===== src/rtl/decod_morse.sv =====
// Morse digit decoder: times key marks as dot/dash and collects five
// symbols per character, then decodes the pattern to a BCD digit.
module decod_morse #(
  parameter int DOT_MAX    = 4,
  parameter int GAP_CYCLES = 8,
  parameter int CNT_W      = 8
) (
  input  logic       clock,
  input  logic       reset,
  input  logic       key,
  output logic [3:0] num,
  output logic [4:0] morse,
  output logic       ready,
  output logic       error
);

  typedef enum logic [1:0] {
    IDLE,
    MARK,
    SPACE,
    DECODE
  } state_t;

  localparam logic [CNT_W-1:0] DOT_LIM = CNT_W'(DOT_MAX);
  localparam logic [CNT_W-1:0] GAP_LIM = CNT_W'(GAP_CYCLES);
  localparam logic [CNT_W-1:0] ONE     = CNT_W'(1);

  state_t           state_q, state_d;
  logic             key_m_q, key_s_q;
  logic [CNT_W-1:0] mark_q, mark_d;
  logic [CNT_W-1:0] gap_q, gap_d;
  logic [2:0]       idx_q, idx_d;
  logic             ovf_q, ovf_d;
  logic [4:0]       pat_q, pat_d;
  logic [3:0]       num_q, num_d;
  logic [4:0]       morse_q, morse_d;
  logic             ready_q, ready_d;
  logic             error_q, error_d;

  logic       legal;
  logic [3:0] dig;

  always_ff @(posedge clock or negedge reset) begin
    if (!reset) begin
      key_m_q <= 1'b0;
      key_s_q <= 1'b0;
      state_q <= IDLE;
      mark_q  <= '0;
      gap_q   <= '0;
      idx_q   <= '0;
      ovf_q   <= 1'b0;
      pat_q   <= '0;
      num_q   <= '0;
      morse_q <= '0;
      ready_q <= 1'b0;
      error_q <= 1'b0;
    end else begin
      key_m_q <= key;
      key_s_q <= key_m_q;
      state_q <= state_d;
      mark_q  <= mark_d;
      gap_q   <= gap_d;
      idx_q   <= idx_d;
      ovf_q   <= ovf_d;
      pat_q   <= pat_d;
      num_q   <= num_d;
      morse_q <= morse_d;
      ready_q <= ready_d;
      error_q <= error_d;
    end
  end

  // Legal patterns are runs of dots from one end and dashes from the other.
  always_comb begin
    legal = 1'b1;
    dig   = 4'd0;
    case (pat_q)
      5'b00001: dig = 4'd1;
      5'b00011: dig = 4'd2;
      5'b00111: dig = 4'd3;
      5'b01111: dig = 4'd4;
      5'b11111: dig = 4'd5;
      5'b11110: dig = 4'd6;
      5'b11100: dig = 4'd7;
      5'b11000: dig = 4'd8;
      5'b10000: dig = 4'd9;
      5'b00000: dig = 4'd0;
      default:  legal = 1'b0;
    endcase
  end

  always_comb begin
    state_d = state_q;
    mark_d  = mark_q;
    gap_d   = gap_q;
    idx_d   = idx_q;
    ovf_d   = ovf_q;
    pat_d   = pat_q;
    num_d   = num_q;
    morse_d = morse_q;
    ready_d = 1'b0;
    error_d = 1'b0;
    unique case (state_q)
      IDLE: begin
        if (key_s_q) begin
          state_d = MARK;
          mark_d  = ONE;
          idx_d   = '0;
          pat_d   = '0;
          ovf_d   = 1'b0;
        end
      end
      MARK: begin
        if (key_s_q) begin
          if (mark_q != '1) mark_d = mark_q + ONE;
        end else begin
          if (idx_q < 3'd5) begin
            pat_d[idx_q] = (mark_q <= DOT_LIM);
            idx_d        = idx_q + 3'd1;
          end else begin
            ovf_d = 1'b1;
          end
          gap_d   = ONE;
          state_d = (GAP_LIM == ONE) ? DECODE : SPACE;
        end
      end
      SPACE: begin
        if (key_s_q) begin
          state_d = MARK;
          mark_d  = ONE;
        end else begin
          gap_d = gap_q + ONE;
          if (gap_d == GAP_LIM) state_d = DECODE;
        end
      end
      DECODE: begin
        morse_d = pat_q;
        state_d = IDLE;
        if (idx_q == 3'd5 && !ovf_q && legal) begin
          num_d   = dig;
          ready_d = 1'b1;
        end else begin
          error_d = 1'b1;
        end
      end
      default: state_d = IDLE;
    endcase
  end

  assign num   = num_q;
  assign morse = morse_q;
  assign ready = ready_q;
  assign error = error_q;

endmodule


===== config.mk =====
export PLATFORM = sky130hd
export DESIGN_NAME = decod_morse
export DESIGN_NICKNAME = d
export VERILOG_FILES = /design/src/rtl/decod_morse.sv
export SDC_FILE = /design/constraint.sdc
export NUM_CORES = 1
export LEC_CHECK = 0
export CAP_MARGIN = 10
export CORE_MARGIN = 2
export CORE_UTILIZATION = 24
export DETAILED_ROUTE_END_ITERATION = 12
export GPL_ROUTABILITY_DRIVEN = 1
export GPL_TIMING_DRIVEN = 0
export HOLD_SLACK_MARGIN = 0.05
export SLEW_MARGIN = 25
export SYNTH_ARGS = -nofsm -noshare
export SYNTH_HDL_FRONTEND = slang
export SYNTH_SLANG_ARGS = --single-unit

===== constraint.sdc =====
create_clock -name clock -period 1.7 [get_ports clock]
set_input_delay 0.51 -clock clock [delete_from_list [all_inputs] [get_ports clock]]
set_output_delay 0.51 -clock clock [all_outputs]
set_load 0.02 [all_outputs]

---- Word-level counts from Yosys, hierarchy flattened ----
Cells that the tools add are included.
operators by class
  add/sub/neg operators ................... 3
  order comparisons ....................... 4
  reductions and logical operators ........ 17
  muxes and demuxes ....................... 33
  equal/unequal tests ..................... 24
operators by type and width
  cell                 number
  $mux 8               5
  $pmux 4 s9           1
  $pmux 8 s2           2
  $eq 5x5->1 const B   5
  $add 8x1->8 const B  2
  $mux 5               3
  $ne 2x2->1 const B   7
  $reduce_and 4->1     3
  $pmux 5 s2           1
  $reduce_or 10->1     1
  $mux 1               9
  $mux 3               3
  $eq 8x4->1 const B   1
  $le 8x3->1 const B   1
  $mux 2               4
  $ne 8x8->1 const B   1
  $pmux 2 s4           1
  $pmux 3 s2           1
  $reduce_and 3->1     2
  $reduce_bool 2->1    3
  $bwmux 5             1
  $eq 5x1->1 const B   1
  $eq 5x2->1 const B   1
  $eq 5x3->1 const B   1
  18 further kinds     21
storage, ports and cells
  flip-flop bits (word level) ............. 40
  word-level logic and storage cells ...... 93

---- Longest topological paths before layout ----
Gate-level depths: netlist (run 1).
  word-level depth ........................ 8
  mapped depth ............................ 7

---- Worst setup path after synthesis (run 1) ----
No wires, ideal clock.
  path type ............................... reg2reg
  from .................................... register idx_q[1]
  to ...................................... register num_q[0] (netlist: num[0])
  stages on the path, launching flop included .. 8
  data arrival time ....................... 1.469 ns
  required time ........................... 1.572 ns
  clock period less this slack ............ 1.597 ns
  slack ................................... 0.103 ns
  cell sequence ........................... dfrtp_1 > clkbuf_1 > inv_1 > ha_1 > inv_1 > a2111oi_2 > o21ai_2 > mux2_1
between the ends
  word-level cells in the longest chain between the ends .. 4
RTL lines
  what                               line  source
  from (decl)                        32    logic [2:0] idx_q, idx_d;
  from (signal assigned)             63    idx_q <= idx_d;
  $eq 3x3->1                         139   if (idx_q == 3'd5 && !ovf_q && legal) begin
  $logic_and 1x1->1 (2 in series)    139
  $reduce_and 2->1 (no source line)  --
  to (signal assigned)               66    num_q <= num_d;
  to (decl)                          35    logic [3:0] num_q, num_d;
Every way passes these cells.
A chain may end at the register's enable or synchronous reset.

---- Worst setup path after layout (run 1) ----
  from .................................... register pat_q[4]
  to ...................................... register num_q[3] (netlist: num[3])
between the ends
  word-level cells in the longest chain between the ends .. 5
  elaborated cells on any way between the ends .. 15
  those cells by class .................... eq/ne (9); mux (2); reduce/logical (4)
RTL lines
  what                                      line  source
  from (decl)                               34    logic [4:0] pat_q, pat_d;
  from (signal assigned)                    65    pat_q <= pat_d;
  $eq 5x5->1, or another cell as far along  77    case (pat_q)
  $reduce_or 10->1 (no source line)         --
  $mux 1                                    77
  $logic_and 1x1->1                         139
  $reduce_and 2->1 (no source line)         --
Parallel ways exist; a longest one is shown, timed or not.

==> out/summary.md, run 1 <==
The final cell count without fillers came out at 401. After synthesis, flip-flops and latches occupy 43.86% of the total area. Entering global routing, the biggest net connects 30 pins. Fraction of synthesized cell area taken by the top area cell type: 43.86%. The switching portion of total power came out at 34.72%. The share of the clock period used by the worst path was 93.58%; the routed length on met1 was 2563 um.

The number of global-route vias before repair was 1880; the number of cells in the design after placement was 393. The placed instances occupy a cell area of 2589 sq um. The maximum buffer depth of the clock tree was 2; the final count of hold timing violations was 0. For this design, the sink count on the clock tree is 40. The tools report the sequential power share as 48.8%. The area added between synthesis and finish was 19.30%.

For this run, the top clock speed supported by timing is 628.6 MHz. Along the worst path, the maximum fanout reaches 7. Yosys attributes the largest share of cell area to sky130_fd_sc_hd__dfrtp_1, sky130_fd_sc_hd__nand2_1, sky130_fd_sc_hd__o21ai_0. After detailed routing, the number of vias per cell comes to 4.875.

Cell internal power was estimated by the tool at 1.627 mW. Timing analysis after detailed placement gives a worst setup slack of -0.07063 ns. Leading register cell type out of synthesis: sky130_fd_sc_hd__dfrtp_1. Combinational cells account for 26.9% of the total power.

The maximum level of the CTS H-tree is 2, and the average size of a mapped cell is 9.129 sq um. The worst stage delay on the critical path is 0.47 ns, and the clock network fraction of total power is 24.3%. At the worst endpoint, the required time is 1.88 ns.

In this run the static leakage power is 1.165 nW. The routed layout has 1955 vias. The number of fill cells was 993; the final critical path time including I/O delays and setup was 1.591 ns.

Hold is met by 0.09457 ns. Data on the critical path arrives at its endpoint at 1.77 ns. The tightest min-delay check is of the input pin to asynchronous set/reset pin type.

The share of async-settable or async-resettable flops after synthesis came out at 100.0%. Setup violations remaining at the end of the flow were counted as 0. After detailed routing, the met3 layer carries 158 um of wire. Once layout is done, the placed cells without fillers occupy 2723 sq um.

Die span in y: 101.5 um. The total DRC errors in the routed layout came out at 0. For the wire length after detailed routing, the log shows 5279 um. The critical path contains buffers and inverters numbering 0 combined. Setup repair after global routing could not meet its margin everywhere.

During synthesis, Yosys emitted a total of 0 warnings. Counting flops and latches in the post-synthesis netlist gives 40. The run gives 0.3851 mV as the worst-case vdd ir drop.

The number of rows created at floorplan came out at 35. The library cell used most frequently in the layout, excluding fill and tap cells, is sky130_fd_sc_hd__dfrtp_1. In this run, synthesis inferred 0 flip-flops with an integrated enable.

TritonCTS built the clock tree. The first detailed-routing pass took 4 iterations. The number of antenna diodes in the final layout is 0.

The number of nets handed over by synthesis was 259. Synthesis produced a netlist whose cell count is 250. For the first-pass GRT wire length, the log shows 9280 um. The tools report the met2 wirelength from detailed routing as 2495 um. The initial core utilization was 24.70%; the power per unit of standard cell area was 915.6 nW/um^2.

Once routing completed, OpenROAD measured the worst setup slack at 0.1091 ns. The logs give 0 for the max-capacitance violation count and 9240 sq um for the area of the core. The number of distinct library cell variants in the gate-level netlist after synthesis is 55. The worst setup path is launched from a register. After detailed routing, the average wire length per cell comes to 13.16 um.

The final-report max-slew violation count was 0. The count of input and output buffers is 13, and the horizontal die dimension is 101.5 um. Buffers inserted during clock tree synthesis total 5. In the layout the commonest cells are sky130_fd_sc_hd__dfrtp_1, sky130_fd_sc_hd__nand2_1, sky130_fd_sc_hd__o21ai_0. For the pin with the worst max-slew slack, the measured transition is 0.4970 ns. After synthesis the cells add up to 2282 sq um. Routability-driven placement finished with a final weighted congestion of 0.8352.

After clock tree synthesis, the clock-pin slew on the worst setup and hold paths is 0.08 ns. Routed signal wires occupy layers up through met4. Once detailed placement completed, the half-perimeter wirelength came to 3747 um. The flow ran to the end, and the final reports show no timing, DRC or antenna violations. The cell type contributing the most total cell area after synthesis is sky130_fd_sc_hd__dfrtp_1. The fraction of final layout cells with drive strength greater than 1 works out to 12.50%.

Measured on the finished design, the core utilization comes to 29.47%. Clock skew on the completed layout was measured at 0.007881 ns. The detail route stage leaves a number of antenna-violating nets equal to 0. The die outline area came out at 10310 sq um. The cell family contributing the most delay on the critical path is compound AO/OA/AOI/OAI gates. The critical path endpoint category is a register. Walking the worst path, the cells encountered are mux2i_1, a2111oi_4, o21ai_4, mux2_1. On the critical path, the stage with the largest delay is an instance of sky130_fd_sc_hd__dfrtp_2.

The design draws 2.493 mW. At the later pin of the worst-skew pair, clock insertion delay measures 0.29 ns. The net count reported at finish is 281, and the number of top-level design ports is 14. The number of antenna violations at the first check in global routing was 0; the initial DRC count was 104. The area of the multi-input gates was 1212 sq um; the net switching power of the design was 865.5 uW. Global routing used 11.30% of the available tracks.

For this run the aggregate overflow at the end of global routing stands at 0. The worst slew margin relative to its limit is 66.79%. Setup total negative slack: 0 ns. Startpoint-to-endpoint class of the critical path: register to register. Across the whole layout, storage elements account for 1006 sq um. Cell at the root of the clock tree: sky130_fd_sc_hd__clkbuf_8.
[state kept, by name, indices dropped and copies added, names as in the netlist]
signal	count
mark_q	8
key_s_q	1
key_m_q	1
idx_q	3
ready	1
state_q	2
pat_q	5
morse	5
ovf_q	1
error	1
num	4
gap_q	8
[per-layer routing]
layer | vias to the layer above | track usage [%]
met5 | - | 0
met4 | 0 | 3.015
met3 | 8 | 2.830
met2 | 35 | 18.37
met1 | 959 | 14.99
li1 | 953 | -
[cells in the mapped netlist, types with 3 or more instances]
master,number
sky130_fd_sc_hd__o21ai_0,19
sky130_fd_sc_hd__a41oi_1,3
sky130_fd_sc_hd__mux2_1,4
sky130_fd_sc_hd__nand2_1,29
sky130_fd_sc_hd__a21oi_1,16
sky130_fd_sc_hd__inv_1,8
sky130_fd_sc_hd__ha_1,6
sky130_fd_sc_hd__nand3b_1,4
sky130_fd_sc_hd__nand2b_1,4
sky130_fd_sc_hd__buf_1,3
sky130_fd_sc_hd__nor2_1,11
sky130_fd_sc_hd__nor2b_1,3
sky130_fd_sc_hd__nor4_1,5
sky130_fd_sc_hd__a21o_1,3
sky130_fd_sc_hd__nand3_1,8
sky130_fd_sc_hd__nor3b_1,5
sky130_fd_sc_hd__mux2i_1,4
sky130_fd_sc_hd__nor3_1,6
sky130_fd_sc_hd__clkbuf_1,11
sky130_fd_sc_hd__o31ai_1,5
sky130_fd_sc_hd__and3_1,5
sky130_fd_sc_hd__dfrtp_1,40
sky130_fd_sc_hd__o21ai_1,7
[path summary, 6_finish.rpt]
path,from,endpoint,slack [ns],cells past startpoint
max,pat_q[4],num[3],0.11,4
min reg2reg,key_m_q,key_s_q,0.36,0
max in group asynchronous,reset,pat_q[2],1.15,2
min,reset,idx_q[0],0.09,1
max reg2reg,pat_q[4],num[3],0.11,4
min in group clock,key_m_q,key_s_q,0.36,0
[final cells by class]
type                    instances  area share [%]
multi-input cells             183           44.53
flip-flops and latches         40           36.95
well taps                     129           5.928
repair buffers                 16           5.377
plain buffers                  16           2.987
clock buffers                   6           2.665
inverters                      10           1.379
clock inverters                 1          0.1838
[cells by family after synthesis]
logic type	synth area share, %
AND/OR/NAND/NOR	21.33
AO/OA/AOI/OAI	22.04
flip-flops	43.86
buffers and inverters	4.989
multiplexers	3.728
adder cells (fa/ha/maj)	3.289
XOR/XNOR	0.7677
[power groups by stage]
stage	Sequential (mW)	Combinational (mW)	Clock (mW)
after floorplan	1.22	0.451	0
after global placement	1.22	0.641	0
after detailed placement	1.23	0.658	0
after CTS	1.22	0.647	0.620
after global routing	1.24	0.763	0.669
final	1.22	0.670	0.606
[what timing repair did]
action / in CTS / in global routing
gates cloned: 0 / 0
setup buffers: 0 / 2
resized for setup: 14 / 17
hold buffers: 0 / 0
setup endpoints to repair: 23 / 21
pin swaps: 0 / 1
hold endpoints to repair: 0 / 0
No activity file was read; power rests on OpenSTA's default activity.
==> run 2: changes to the inputs <==
--- a/config.mk
+++ b/config.mk
@@ -8,6 +8,7 @@
 export CAP_MARGIN = 10
 export CORE_MARGIN = 2
 export CORE_UTILIZATION = 24
+export CTS_CLUSTER_DIAMETER = 120
 export DETAILED_ROUTE_END_ITERATION = 12
 export GPL_ROUTABILITY_DRIVEN = 1
 export GPL_TIMING_DRIVEN = 0
==> results of run 2 <==
The final DEF is identical to that of run 1; final timing and power are the same.
